### config.mk
export PLATFORM = sky130hd
export DESIGN_NAME = key_conditioner
export DESIGN_NICKNAME = d
export VERILOG_FILES = /design/src/rtl/timer_pkg.sv /design/src/rtl/key_debounce_ch.sv /design/src/rtl/key_conditioner.sv
export SDC_FILE = /design/constraint.sdc
export NUM_CORES = 1
export LEC_CHECK = 0
export ABC_AREA = 1
export BUFFER_PORTS_ARGS = -buffer_cell sky130_fd_sc_hd__buf_4
export CELL_PAD_IN_SITES_DETAIL_PLACEMENT = 1
export CELL_PAD_IN_SITES_GLOBAL_PLACEMENT = 1
export CORE_ASPECT_RATIO = 0.8
export CORE_MARGIN = 5
export CORE_UTILIZATION = 45
export CTS_CLUSTER_DIAMETER = 100
export DETAILED_ROUTE_END_ITERATION = 8
export GPL_TIMING_DRIVEN = 0
export PLACE_DENSITY_LB_ADDON = 0.08
export SETUP_SLACK_MARGIN = 0.05
export SLEW_MARGIN = 5
export SYNTH_ARGS = -nofsm -noshare
export SYNTH_HDL_FRONTEND = slang
export SYNTH_SLANG_ARGS = --single-unit
export TNS_END_PERCENT = 50
### constraint.sdc
create_clock -name clk -period 1.72 [get_ports clk]
set_input_delay 0 -clock clk [delete_from_list [all_inputs] [get_ports clk]]
set_output_delay 0 -clock clk [all_outputs]
set_load 0.01 [all_outputs]
### src/rtl/timer_pkg.sv
`default_nettype none
// ============================================================================
//  Module      : timer_pkg
//  Description : Shared stopwatch constants: clock rate, default key timing
//                (debounce / long-press / auto-repeat) and key indices, plus
//                the per-channel key event bundle.
//  Revision    : 1.0 - initial release
// ============================================================================
package timer_pkg;

    localparam int CLK_FREQ_MHZ        = 50;
    // 10 ms debounce, 1 s long press, 200 ms auto-repeat at CLK_FREQ_MHZ
    localparam int KEY_DEBOUNCE_CYCLES = CLK_FREQ_MHZ * 10_000;
    localparam int KEY_LONG_CYCLES     = CLK_FREQ_MHZ * 1_000_000;
    localparam int KEY_REPEAT_CYCLES   = CLK_FREQ_MHZ * 200_000;

    localparam int KEY_IDX_RESET       = 0;
    localparam int KEY_IDX_STARTSTOP   = 1;

    // Events produced by one key channel in a given cycle
    typedef struct packed {
        logic level;  // debounced pressed level
        logic press;  // one-cycle press (or auto-repeat) pulse
        logic rls;    // one-cycle release pulse
        logic lng;    // one-cycle long-press pulse
    } key_evt_t;

    // Counter width able to hold 0..n-1, never narrower than one bit
    function automatic int cnt_width(input int n);
        return (n > 1) ? $clog2(n) : 1;
    endfunction

endpackage
`default_nettype wire

### src/rtl/key_debounce_ch.sv
`default_nettype none
// ============================================================================
//  Module      : key_debounce_ch
//  Description : One push-button channel: two-flop synchronizer, debounce
//                counter, hold counter and registered event pulses.
//                Optional auto-repeat of the press pulse when the macro
//                KEY_AUTOREPEAT_EN is defined.
//  Revision    : 1.0 - initial release
// ============================================================================
module key_debounce_ch
    import timer_pkg::*;
#(
    parameter int DEBOUNCE_CYCLES = KEY_DEBOUNCE_CYCLES,
    parameter int LONG_CYCLES     = KEY_LONG_CYCLES,
    parameter int REPEAT_CYCLES   = KEY_REPEAT_CYCLES
) (
    input  logic     clk,
    input  logic     rst,
    input  logic     key_n_i,
    output key_evt_t evt_o
);

    localparam int DW = cnt_width(DEBOUNCE_CYCLES);
    localparam int HW = cnt_width(LONG_CYCLES);
    localparam logic [DW-1:0] DMAX = DW'(DEBOUNCE_CYCLES - 1);
    localparam logic [HW-1:0] HMAX = HW'(LONG_CYCLES - 1);
    localparam logic [HW-1:0] HPRE = HW'(LONG_CYCLES - 2);

    // Reject configurations the counters cannot honour
    if (DEBOUNCE_CYCLES < 2 || LONG_CYCLES <= DEBOUNCE_CYCLES || REPEAT_CYCLES < 1) begin : g_cfg_check
        $error("key_debounce_ch: invalid DEBOUNCE/LONG/REPEAT cycle parameters");
    end

    logic          sync1_q, sync2_q;
    logic          state_q;
    logic [DW-1:0] dcnt_q;
    logic [HW-1:0] hcnt_q;
    logic          press_q, release_q, long_q;
    logic          raw;
    logic          flip;
    logic          repeat_fire;

    assign raw  = ~sync2_q;
    // Debounced state changes on this edge
    assign flip = (raw != state_q) && (dcnt_q == DMAX);

    // Two-flop synchronizer; resets to the released level
    always_ff @(posedge clk) begin
        if (rst) begin
            sync1_q <= 1'b1;
            sync2_q <= 1'b1;
        end else begin
            sync1_q <= key_n_i;
            sync2_q <= sync1_q;
        end
    end

    // Debounce: any agreement restarts the count; the state flips on the
    // DEBOUNCE_CYCLES-th consecutive disagreeing cycle
    always_ff @(posedge clk) begin
        if (rst) begin
            state_q <= 1'b0;
            dcnt_q  <= '0;
        end else if (raw == state_q) begin
            dcnt_q  <= '0;
        end else if (dcnt_q == DMAX) begin
            state_q <= raw;
            dcnt_q  <= '0;
        end else begin
            dcnt_q  <= dcnt_q + 1'b1;
        end
    end

    // Hold counter saturates at LONG_CYCLES-1, so long_pulse fires once per press
    always_ff @(posedge clk) begin
        if (rst) begin
            hcnt_q <= '0;
            long_q <= 1'b0;
        end else begin
            long_q <= 1'b0;
            if (!state_q) begin
                hcnt_q <= '0;
            end else if (hcnt_q != HMAX) begin
                hcnt_q <= hcnt_q + 1'b1;
                long_q <= (hcnt_q == HPRE);
            end
        end
    end

`ifdef KEY_AUTOREPEAT_EN
    localparam int RW = cnt_width(REPEAT_CYCLES);
    localparam logic [RW-1:0] RMAX = RW'(REPEAT_CYCLES - 1);

    logic [RW-1:0] rcnt_q;

    // A repeat on the releasing edge is suppressed so no pulse trails the release
    assign repeat_fire = state_q && (hcnt_q == HMAX) && (rcnt_q == RMAX) && !flip;

    // Repeat period counter, running only once the hold counter has saturated
    always_ff @(posedge clk) begin
        if (rst || !state_q) begin
            rcnt_q <= '0;
        end else if (hcnt_q == HMAX) begin
            rcnt_q <= (rcnt_q == RMAX) ? '0 : rcnt_q + 1'b1;
        end
    end
`else
    assign repeat_fire = 1'b0;
`endif

    // Press / release pulses registered on the same edge that flips the state
    always_ff @(posedge clk) begin
        if (rst) begin
            press_q   <= 1'b0;
            release_q <= 1'b0;
        end else begin
            press_q   <= (flip && raw) || repeat_fire;
            release_q <= flip && !raw;
        end
    end

    assign evt_o.level = state_q;
    assign evt_o.press = press_q;
    assign evt_o.rls   = release_q;
    assign evt_o.lng   = long_q;

endmodule
`default_nettype wire

### src/rtl/key_conditioner.sv
`default_nettype none
// ============================================================================
//  Module      : key_conditioner
//  Description : Stopwatch key input stage. Turns raw active-low buttons into
//                debounced levels and one-cycle press/release/long events,
//                one independent key_debounce_ch per key. Auto-repeat of
//                press_pulse is enabled by defining KEY_AUTOREPEAT_EN.
//  Revision    : 1.0 - initial release
// ============================================================================
module key_conditioner
    import timer_pkg::*;
#(
    parameter int NUM_KEYS        = 2,
    parameter int DEBOUNCE_CYCLES = KEY_DEBOUNCE_CYCLES,
    parameter int LONG_CYCLES     = KEY_LONG_CYCLES,
    parameter int REPEAT_CYCLES   = KEY_REPEAT_CYCLES
) (
    input  logic                clk,
    input  logic                rst,
    input  logic [NUM_KEYS-1:0] key_n,
    output logic [NUM_KEYS-1:0] key_level,
    output logic [NUM_KEYS-1:0] press_pulse,
    output logic [NUM_KEYS-1:0] release_pulse,
    output logic [NUM_KEYS-1:0] long_pulse
);

    for (genvar i = 0; i < NUM_KEYS; i++) begin : g_ch
        key_evt_t evt;

        key_debounce_ch #(
            .DEBOUNCE_CYCLES (DEBOUNCE_CYCLES),
            .LONG_CYCLES     (LONG_CYCLES),
            .REPEAT_CYCLES   (REPEAT_CYCLES)
        ) u_ch (
            .clk     (clk),
            .rst     (rst),
            .key_n_i (key_n[i]),
            .evt_o   (evt)
        );

        assign key_level[i]     = evt.level;
        assign press_pulse[i]   = evt.press;
        assign release_pulse[i] = evt.rls;
        assign long_pulse[i]    = evt.lng;
    end

endmodule
`default_nettype wire

==> key figures, run 1 <==
Run status
  – Status: finished clean

Worst setup path
  – Slowest CP cell: dfxtp_1
  – Worst R2R Path Depth: 7
  – R2R setup slack: 0.15 ns
  – Crit path to: g_ch[0].u_ch.dcnt_q[2]
  – CP Capture Type: flop
  – Critical path depth: 7
  – Crit Path Category: reg -> reg
  – Start of the worst register-to-register path: g_ch[0].u_ch.dcnt_q[1]
  – Crit-path max cell delay: 0.40 ns
  – Cell family with most CP delay: simple AND/OR/NAND/NOR gates
  – Crit path launch: g_ch[0].u_ch.dcnt_q[1]
  – Reg2reg end: g_ch[0].u_ch.dcnt_q[2]
  – Worst Path Max Fanout: 10
  – CP arrival: 1.82 ns
  – Buffers & Inverters on Critical Path: 1
  – Critical Path RT: 1.97 ns
  – CP startpoint kind: flop
  – Worst-path cell chain: ha_4, nand3_1, nor3_2, nand2_1, nand2_4, buf_6, nor2_1

Logic synthesis
  – Gate Count Post-Synth: 854
  – Post-synth EDFFs: 0
  – Synthesis-stage register bit count: 102
  – Top_reg_cell synth: dfxtp_1
  – Distinct cell type count after synthesis: 31
  – Count leader, synth: nand2_1
  – FFs w/ async S/R, synth: 0%
  – Synthesized cell area: 5480 µm²
  – Top cells by count, synth: 232 x nand2_1, 178 x nor2_1, 107 x inv_1
  – Cell taking the most area after synthesis: dfxtp_1
  – Synth Warn #: 0
  – Synth area leaders: dfxtp_1 37%, nand2_1 16%, nor2_1 12%, inv_1 7.3%, a21oi_1 4.4%
  – Syn_nets: 864
  – Avg Cell Area, Syn: 6.41 µm²
  – Post-synth top area share: 37.3%
  – Register area share after synthesis: 37.3%

Global route
  – Global route overflow: 0
  – Vias in the first global route: 5548
  – First-pass GRT wire length: 25.5 mm
  – GRT Overall Usage: 21.7%
  – Largest net degree at the start of global routing: 19
  – Initial antenna violation count: 0

Clocking
  – H-tree Lvls: 3
  – Inserted Clock Buffers: 9
  – Worst-Skew Late Latency: 0.36 ns
  – Root buf cell: clkbuf_16
  – Clock Path Buffers: 2
  – CTS Sinks: 102
  – Clk slew on worst S/H paths: 0.08 ns
  – CTS tree: done

Place
  – Cell Area, Placed: 5750 µm²
  – Buffers on Ports: 11
  – HPWL after DPL: 11.2 mm
  – GP Congestion: 0.851

Pwr
  – Net switching power: 1.03 mW
  – Leak Pwr: 1.97 nW
  – Sequential share of power: 50.2%
  – Combinational Power Share: 0.9%
  – Net Sw Frac: 21.8%
  – Pwr Total: 4.71 mW
  – Clk network pwr share: 48.9%
  – Peak supply drop: 0.559 mV
  – Pwr/cell area: 756 nW/µm²
  – Int Pwr: 3.69 mW

Timing
  – Final setup viols: 0
  – Final Cycle Share: 91.5%
  – Max-slew violation count: 0
  – Unrepaired setup endpoints after global routing: yes
  – Fmax: 636 MHz
  – Fin crit period: 1.57 ns
  – Slew @ Worst Pin: 0.538 ns
  – Clk_skew: 0.00889 ns
  – Total Neg Setup Slack: 0 ns
  – Slew HR: 64.1%
  – Final Hold Violating Endpoints: 0

Final layout
  – Area grow syn2layout: 13.9%
  – Cell area after layout: 6240 µm²
  – Antenna diode instance count: 0
  – Nets: 895
  – Layout cells sized above 1: 10.4%
  – Fill cell count: 1642

Min path
  – Hold path startpoint: g_ch[0].u_ch.sync1_q
  – Hold crit path type: reg -> reg

Drt
  – Vias/cell: 5.11
  – Drt pass-1 iters: 4
  – DR iter-0 viols: 218
  – Metal3 WL: 419 µm
  – Routed via count: 5329
  – Total Wirelength: 14.9 mm
  – # DRC: 0
  – Metal2 WL: 7.10 mm
  – Wl on met1: 7.17 mm
  – Top routing layer used: met4
  – Final ANT Viol Nets: 0
  – DR WL/cell: 14.3 µm

Flow run
  – MaxCap Viol Count: 0

Floorplan
  – Chip Width: 133 µm
  – Core area: 12000 µm²
  – Die height: 109 µm
  – I/O pins: 12
  – Site Rows: 36
  – Total die area: 14500 µm²
  – Initial core utilization: 45.5%
[per-layer routing]
| layer | global-route usage (%) | vias to the layer above |
|---|---|---|
| met1 | 27.2 | 2530 |
| met3 | 4.94 | 17 |
| met4 | 5.65 | 0 |
| met5 | 0 | - |
| li1 | - | 2714 |
| met2 | 38.3 | 68 |
[worst register-to-register path, delay by kind of cell (launching register included)]
| kind | cells | cell delay, ns |
|---|---|---|
| simple gates | 5 | 0.72 |
| flops | 1 | 0.40 |
| fa+ha+maj | 1 | 0.18 |
| buf+inv | 1 | 0.17 |
[registers in the layout, indices dropped and copies added (netlist names)]
signal / flops
g_ch.u_ch.press_q: 2
g_ch.u_ch.hcnt_q: 52
g_ch.u_ch.long_q: 2
g_ch.u_ch.sync1_q: 2
g_ch.u_ch.sync2_q: 2
g_ch.u_ch.dcnt_q: 38
g_ch.u_ch.release_q: 2
g_ch.u_ch.state_q: 2
[worst min path at each step]
| stage | slack, ns | cells after the start | end |
|---|---|---|---|
| 6_report | 0.42 | 1 | g_ch[0].u_ch.sync2_q |
| 5_1_grt | 0.42 | 1 | g_ch[0].u_ch.sync2_q |
| 4_1_cts | 0.42 | 1 | g_ch[0].u_ch.sync2_q |
| 3_5_place_dp | 0.19 | 2 | g_ch[1].u_ch.sync1_q |
| 3_3_place_gp | 0.18 | 2 | g_ch[1].u_ch.sync1_q |
| 2_1_floorplan | 0.10 | 1 | g_ch[0].u_ch.sync1_q |
[repair_timing]
item	in CTS	in global routing
cloned	0	0
endpoints found under the hold margin	4	0
gates resized for setup	7	14
pin swaps	1	1
buffers inserted	1	3
hold buffers	5	0
setup endpoints to repair	27	64
[layout make-up]
type	instances	area, µm²	share of cell area (%)
clock buffer	9	225	3.61
sequential	102	2050	32.9
clock inverter	7	105	1.69
buffer	14	100	1.60
tap	152	190	3.05
inverter	109	409	6.56
timing repair buffer	20	163	2.61
multi-input combinational	629	2990	48.0
[per-stage QoR]
step | setup slack, ns | hold slack [ns] | cells | util (%)
after floorplan | 0.307 | 0.104 | 854 | -
after global routing | 0.00676 | 0.418 | 1042 | 51.9
after CTS | 0.0387 | 0.420 | 1039 | 51.2
after detailed placement | -0.0746 | 0.191 | 1017 | 47.8
final | 0.147 | 0.418 | 1042 | 51.9
after global placement | 0.0102 | 0.185 | 1017 | 47.8
[cells by family (layout without fill, tap and decap cells)]
| group | Yosys count | in the layout | share of synthesized area (%) |
|---|---|---|---|
| buffers and inverters | 123 | 159 | 9.30 |
| XOR/XNOR | 25 | 25 | 4.00 |
| adder cells (fa/ha/maj) | 6 | 6 | 1.37 |
| flip-flops | 102 | 102 | 37.3 |
| AO/OA/AOI/OAI | 69 | 69 | 6.47 |
| AND/OR/NAND/NOR | 529 | 529 | 41.6 |
[cells in the final DEF (no fill, tap or decap), drive strengths merged, types with 2 or more instances in the layout]
| cell type | n |
|---|---|
| o21ai | 19 |
| clkinv | 2 |
| xnor2 | 13 |
| or2 | 8 |
| nand3b | 6 |
| a21oi | 48 |
| dlygate4sd3 | 5 |
| nand4 | 19 |
| nor3 | 7 |
| inv | 111 |
| nor2 | 193 |
| and2 | 2 |
| o21bai | 2 |
| buf | 27 |
| bufinv | 2 |
| clkbuf | 11 |
| dfxtp | 102 |
| nand2 | 239 |
| nand3 | 53 |
| ha | 6 |
| xor2 | 12 |
[power groups by stage]
stage / clock, mW / sequential [mW] / combinational [mW]
6_report: 2.30 / 2.37 / 0.0420
3_5_place_dp: 0 / 2.42 / 0.0312
3_3_place_gp: 0 / 2.42 / 0.0296
4_1_cts: 2.36 / 2.37 / 0.0422
5_1_grt: 2.46 / 2.37 / 0.0477
2_1_floorplan: 0 / 2.42 / 0.0176
Note: power is estimated with default switching activity, not from simulation.
==> run 2: changes to the inputs <==
- CELL_PAD_IN_SITES_DETAIL_PLACEMENT: 1 -> default
- CELL_PAD_IN_SITES_GLOBAL_PLACEMENT: 1 -> default
- CORE_UTILIZATION: 45 -> 60
==> key figures, run 2 (synthesis results as in run 1) <==
Run status
  – Status: finished clean

Clocking
  – Inserted Clock Buffers: 9
  – Worst-Skew Late Latency: 0.35 ns
  – Root buf cell: clkbuf_16
  – CTS tree: done
  – Clk slew on worst S/H paths: 0.07 ns
  – H-tree Lvls: 3
  – Clock Path Buffers: 2
  – CTS Sinks: 102

Min path
  – Hold crit path type: reg -> reg
  – Hold path startpoint: g_ch[1].u_ch.sync1_q

Timing
  – Final setup viols: 0
  – Final Cycle Share: 89.1%
  – Clk_skew: 0.00553 ns
  – Unrepaired setup endpoints after global routing: no
  – Fin crit period: 1.53 ns
  – Fmax: 652 MHz
  – Final WS setup: 0.187 ns
  – Final Hold Violating Endpoints: 0
  – Slew @ Worst Pin: 0.509 ns
  – Slew HR: 66.0%
  – Total Neg Setup Slack: 0 ns
  – Max-slew violation count: 0

Worst setup path
  – Cell family with most CP delay: simple AND/OR/NAND/NOR gates
  – Buffers & Inverters on Critical Path: 1
  – Start of the worst register-to-register path: g_ch[1].u_ch.dcnt_q[0]
  – Crit path launch: g_ch[1].u_ch.dcnt_q[0]
  – CP startpoint kind: flop
  – Worst Path Max Fanout: 10
  – Critical Path RT: 1.96 ns
  – Worst-path cell chain: ha_2, nand2_1, nor2_2, nand3_2, o21bai_4, buf_6, nor2_1
  – CP arrival: 1.77 ns
  – CP Capture Type: flop
  – Crit-path max cell delay: 0.38 ns
  – Slowest CP cell: dfxtp_1
  – Crit Path Category: reg -> reg

Global route
  – First-pass GRT wire length: 20.9 mm
  – Initial antenna violation count: 0
  – GRT Overall Usage: 22.9%
  – Vias in the first global route: 4836
  – Largest net degree at the start of global routing: 16
  – Global route overflow: 0

Place
  – Buffers on Ports: 11
  – Post-Place Worst Slack: 0.0291 ns
  – HPWL after DPL: 8.94 mm
  – # placed instances: 980
  – GP Congestion: 0.932

Drt
  – # DRC: 0
  – Total Wirelength: 12.1 mm
  – Drt pass-1 iters: 5
  – Routed via count: 5211
  – DR WL/cell: 12.1 µm
  – Final ANT Viol Nets: 0
  – Vias/cell: 5.19
  – DR iter-0 viols: 501

Flow run
  – MaxCap Viol Count: 0

Floorplan
  – Site Rows: 31
  – Chip Width: 117 µm
  – I/O pins: 12
  – Initial core utilization: 60.8%
  – Die height: 95.4 µm
  – Total die area: 11100 µm²
  – Core area: 9000 µm²

Pwr
  – Peak supply drop: 0.670 mV
  – Pwr/cell area: 719 nW/µm²
  – Leak Pwr: 1.95 nW
  – Pwr Total: 4.40 mW

Final layout
  – Register with the highest flop count: g_ch.u_ch.hcnt_q
  – Finished Layout Cells: 1004
  – Nets: 894
  – Number of flip-flops in the largest register: 52
  – Area grow syn2layout: 11.7%
  – Multi-input gate area: 2980 µm²
  – Antenna diode instance count: 0
  – Fin util: 68.0%
  – Commonest non-fill, non-tap cell in the layout: nand2_1
  – Registers with the most flip-flops: g_ch.u_ch.hcnt_q (52), g_ch.u_ch.dcnt_q (38)
  – Layout cells sized above 1: 10.0%
  – Fill cell count: 806
  – Most frequent cells in the layout: 232 x nand2_1, 176 x nor2_1, 107 x inv_1
  – Reg area: 2050 µm²
==> run 2: what timing repair did <==
action / 4_1_cts / 5_1_grt
endpoints found under the setup margin: 10 / 57
buffers inserted: 0 / 3
pin swaps: 0 / 2
endpoints found under the hold margin: 5 / 0
hold buffers: 5 / 0
gates resized for setup: 1 / 16
cloned: 0 / 0
==> run 2: per-layer routing <==
layer | GRT usage, % | vias to the layer above | part of all wire, %
li1 | - | 2702 | -
met1 | 30.5 | 2329 | 47
met2 | 36.5 | 161 | 46
met3 | 5.39 | 19 | 5.9
met4 | 8.02 | 0 | 1.1
met5 | 0 | - | 0
==> run 2: through the flow <==
step / instance area [µm²] / hold slack [ns]
after floorplan: 5480 / 0.104
after global placement: 5700 / 0.185
after detailed placement: 5700 / 0.188
after CTS: 6040 / 0.416
after global routing: 6120 / 0.432
final: 6120 / 0.419
==> run 2: final timing paths <==
path	end	slack [ns]	depth (start not counted)
worst max-delay path	g_ch[1].u_ch.dcnt_q[12]	0.19	7
worst min-delay path	g_ch[1].u_ch.sync2_q	0.42	1
worst max register to register	g_ch[1].u_ch.dcnt_q[12]	0.19	7
worst min register to register	g_ch[1].u_ch.sync2_q	0.42	1
==> run 2: where the power goes <==
part	switching [mW]	internal, mW	total (mW)	leakage (nW)
Sequential	0.00380	2.37	2.37	0.824
Combinational	0.0188	0.0214	0.0402	0.980
Clock	0.871	1.12	1.99	0.143
==> run 2: area by class of cell <==
cell class	count	share of cell area, %
inverters	109	6.69
multi-input cells	629	48.7
clock buffers	11	3.80
clock inverters	5	0.818
flip-flops and latches	102	33.5
well taps	115	2.35
repair buffers	19	2.54
plain buffers	14	1.64
==> run 2: worst register-to-register path: cells and delay by family, from the launching register on <==
family / cells / cell delay [ns]
buf+inv: 1 / 0.17
fa+ha+maj: 1 / 0.23
simple gates: 4 / 0.42
flops: 1 / 0.38
compound gates: 1 / 0.22
==> run 3: changes to the inputs <==
- ABC_AREA: 1 -> 0
- clock period: 1.72 -> 1.9 ns (I/O delays scaled with it)
==> key figures, run 3 <==
Pwr
  – Pwr/cell area: 718 nW/µm²
  – Net Sw Frac: 20.1%
  – Clk network pwr share: 43.4%
  – Leak Pwr: 1.86 nW
  – Sequential share of power: 55.5%
  – Combinational Power Share: 1.1%
  – Int Pwr: 3.08 mW
  – Pwr Total: 3.86 mW
  – Net switching power: 0.776 mW
  – Peak supply drop: 0.558 mV

Final layout
  – Fill cell count: 558
  – Layout cells sized above 1: 19.3%
  – Reg area: 2070 µm²
  – Antenna diode instance count: 0
  – Multi-input gate area: 2530 µm²
  – Registers with the most flip-flops: g_ch.u_ch.hcnt_q (52), g_ch.u_ch.dcnt_q (38)
  – Commonest non-fill, non-tap cell in the layout: dfxtp_1
  – Cell area after layout: 5380 µm²
  – Most frequent cells in the layout: 87 x dfxtp_1, 74 x nor2_1, 57 x xor2_1
  – Nets: 558
  – Register with the highest flop count: g_ch.u_ch.hcnt_q
  – Area grow syn2layout: 18.7%
  – Number of flip-flops in the largest register: 52

Timing
  – Final Hold Violating Endpoints: 0
  – Final setup viols: 19
  – Clk_skew: 0.0127 ns
  – Final WS setup: -0.0695 ns
  – Fmax: 508 MHz
  – Unrepaired setup endpoints after global routing: yes
  – Max-slew violation count: 0
  – Total Neg Setup Slack: -0.991 ns
  – Fin crit period: 1.97 ns
  – Slew @ Worst Pin: 0.492 ns
  – Final Cycle Share: 104%
  – Slew HR: 67.2%

Logic synthesis
  – Post-synth top area share: 45.1%
  – Distinct cell type count after synthesis: 44
  – Synthesized cell area: 4530 µm²
  – FFs w/ async S/R, synth: 0%
  – Synth area leaders: dfxtp_1 45%, xor2_1 11%, nor2_1 7.6%, nand4_1 4.3%, nand2_1 3.0%
  – Syn_nets: 525
  – Post-synth EDFFs: 0
  – Register area share after synthesis: 45.1%
  – Gate Count Post-Synth: 515
  – Cell taking the most area after synthesis: dfxtp_1
  – Top_reg_cell synth: dfxtp_1
  – Synthesis-stage register bit count: 102
  – Avg Cell Area, Syn: 8.79 µm²
  – Top cells by count, synth: 102 x dfxtp_1, 92 x nor2_1, 57 x xor2_1
  – Synth Warn #: 0
  – Count leader, synth: dfxtp_1

Global route
  – First-pass GRT wire length: 15.4 mm
  – Vias in the first global route: 3474
  – GRT Overall Usage: 20.1%
  – Largest net degree at the start of global routing: 18
  – Initial antenna violation count: 0
  – Global route overflow: 0

Drt
  – Final ANT Viol Nets: 0
  – DR iter-0 viols: 107
  – Drt pass-1 iters: 4
  – Total Wirelength: 8.97 mm
  – # DRC: 0
  – Vias/cell: 5.46
  – Routed via count: 3595
  – DR WL/cell: 13.6 µm

Floorplan
  – Initial core utilization: 61.3%
  – Chip Width: 107 µm
  – Core area: 7390 µm²
  – I/O pins: 12
  – Site Rows: 28
  – Total die area: 9400 µm²
  – Die height: 87.7 µm

Worst setup path
  – CP startpoint kind: flop
  – CP arrival: 2.22 ns
  – Worst-path cell chain: or4b_4, nor4_4, and4bb_1, or3_4, buf_8, nor2_2
  – R2R setup slack: -0.07 ns
  – Worst Path Max Fanout: 5
  – Crit Path Category: reg -> reg
  – Cell family with most CP delay: simple AND/OR/NAND/NOR gates
  – Buffers & Inverters on Critical Path: 1
  – CP Capture Type: flop
  – Critical Path RT: 2.15 ns
  – Crit-path max cell delay: 0.54 ns
  – Slowest CP cell: or4b_4

Clocking
  – CTS tree: done
  – H-tree Lvls: 3
  – Clock Path Buffers: 2
  – Clk slew on worst S/H paths: 0.10 ns
  – CTS Sinks: 102
  – Worst-Skew Late Latency: 0.36 ns
  – Root buf cell: clkbuf_8
  – Inserted Clock Buffers: 9

Place
  – HPWL after DPL: 5.95 mm
  – Buffers on Ports: 11
  – GP Congestion: 0.854
  – Cell Area, Placed: 4740 µm²

Run status
  – Violated checks: negative setup slack
  – Status: complete, but fails checks

Min path
  – Hold crit path type: in -> reg

Flow run
  – MaxCap Viol Count: 0
[run 3: cell types whose count changed in the layout (fill, tap and decap cells not counted), sizes merged, moves of 29 or more]
cell / delta
nand3: -29
inv: -95
nand2: -203
a21oi: -42
nor2: -101
xor2: +45
[run 3: stage by stage]
stage | utilization, % | worst slack (ns) | instances | hold slack, ns
after floorplan | - | 0.0678 | 515 | 0.104
after global placement | 64.2 | -0.290 | 631 | 0.200
after detailed placement | 64.2 | -0.321 | 631 | 0.203
after CTS | 69.8 | -0.0405 | 657 | 0.354
after global routing | 72.7 | -0.126 | 658 | 0.382
final | 72.7 | -0.0695 | 658 | 0.371
[run 3: metal layers]
metal | wire length, µm | global-route usage (%)
met4 | 99 | 6.39
met3 | 222 | 4.79
met2 | 4140 | 32.7
met1 | 4520 | 26.6
met5 | 0 | 0
[run 3: power by group through the flow]
stage	Sequential, mW	Combinational, mW	Clock (mW)
3_3_place_gp	2.19	0.0268	0
4_1_cts	2.14	0.0380	1.70
3_5_place_dp	2.19	0.0274	0
5_1_grt	2.14	0.0462	1.81
2_1_floorplan	2.19	0.0164	0
6_report	2.14	0.0422	1.67
[run 3: path summary, 6_finish.rpt]
path	start	to	depth (start not counted)
hold reg to reg	g_ch[1].u_ch.sync1_q	g_ch[1].u_ch.sync2_q	1
setup reg to reg	g_ch[1].u_ch.dcnt_q[10]	g_ch[1].u_ch.dcnt_q[11]	6
setup / recovery	g_ch[1].u_ch.dcnt_q[10]	g_ch[1].u_ch.dcnt_q[11]	6
hold / removal	key_n[0]	g_ch[0].u_ch.sync1_q	3
[run 3: cell type report]
cell class | instances | area share, %
Multi-Input combinational cell | 380 | 47.1
Sequential cell | 102 | 38.4
Timing Repair Buffer | 24 | 3.93
Buffer | 20 | 2.58
Clock buffer | 10 | 2.56
Tap cell | 105 | 2.44
Clock inverter | 6 | 2.16
Inverter | 11 | 0.768
[run 3: what timing repair did]
action | CTS | global route
setup buffers | 6 | 3
hold buffers | 3 | 0
gates resized for setup | 20 | 57
hold endpoints to repair | 3 | 0
pin swaps | 14 | 13
gates cloned | 1 | 0
setup endpoints to repair | 57 | 59
[run 3: logic make-up after synthesis]
kind of cell | after synthesis | synth area share (%)
buffers and inverters | 33 | 3.78
muxes | 3 | 0.663
and+or+nand+nor | 272 | 31.2
adders and majority gates | 6 | 1.66
xor gates and xnor gates | 71 | 13.7
DFF | 102 | 45.1
AOI/OAI and AO/OA | 28 | 3.84
[run 3: worst min-delay path: cells and delay by family]
kind                   cells  cell delay, ns
AND/OR/NAND/NOR            1            0.08
buffers and inverters      2            0.63
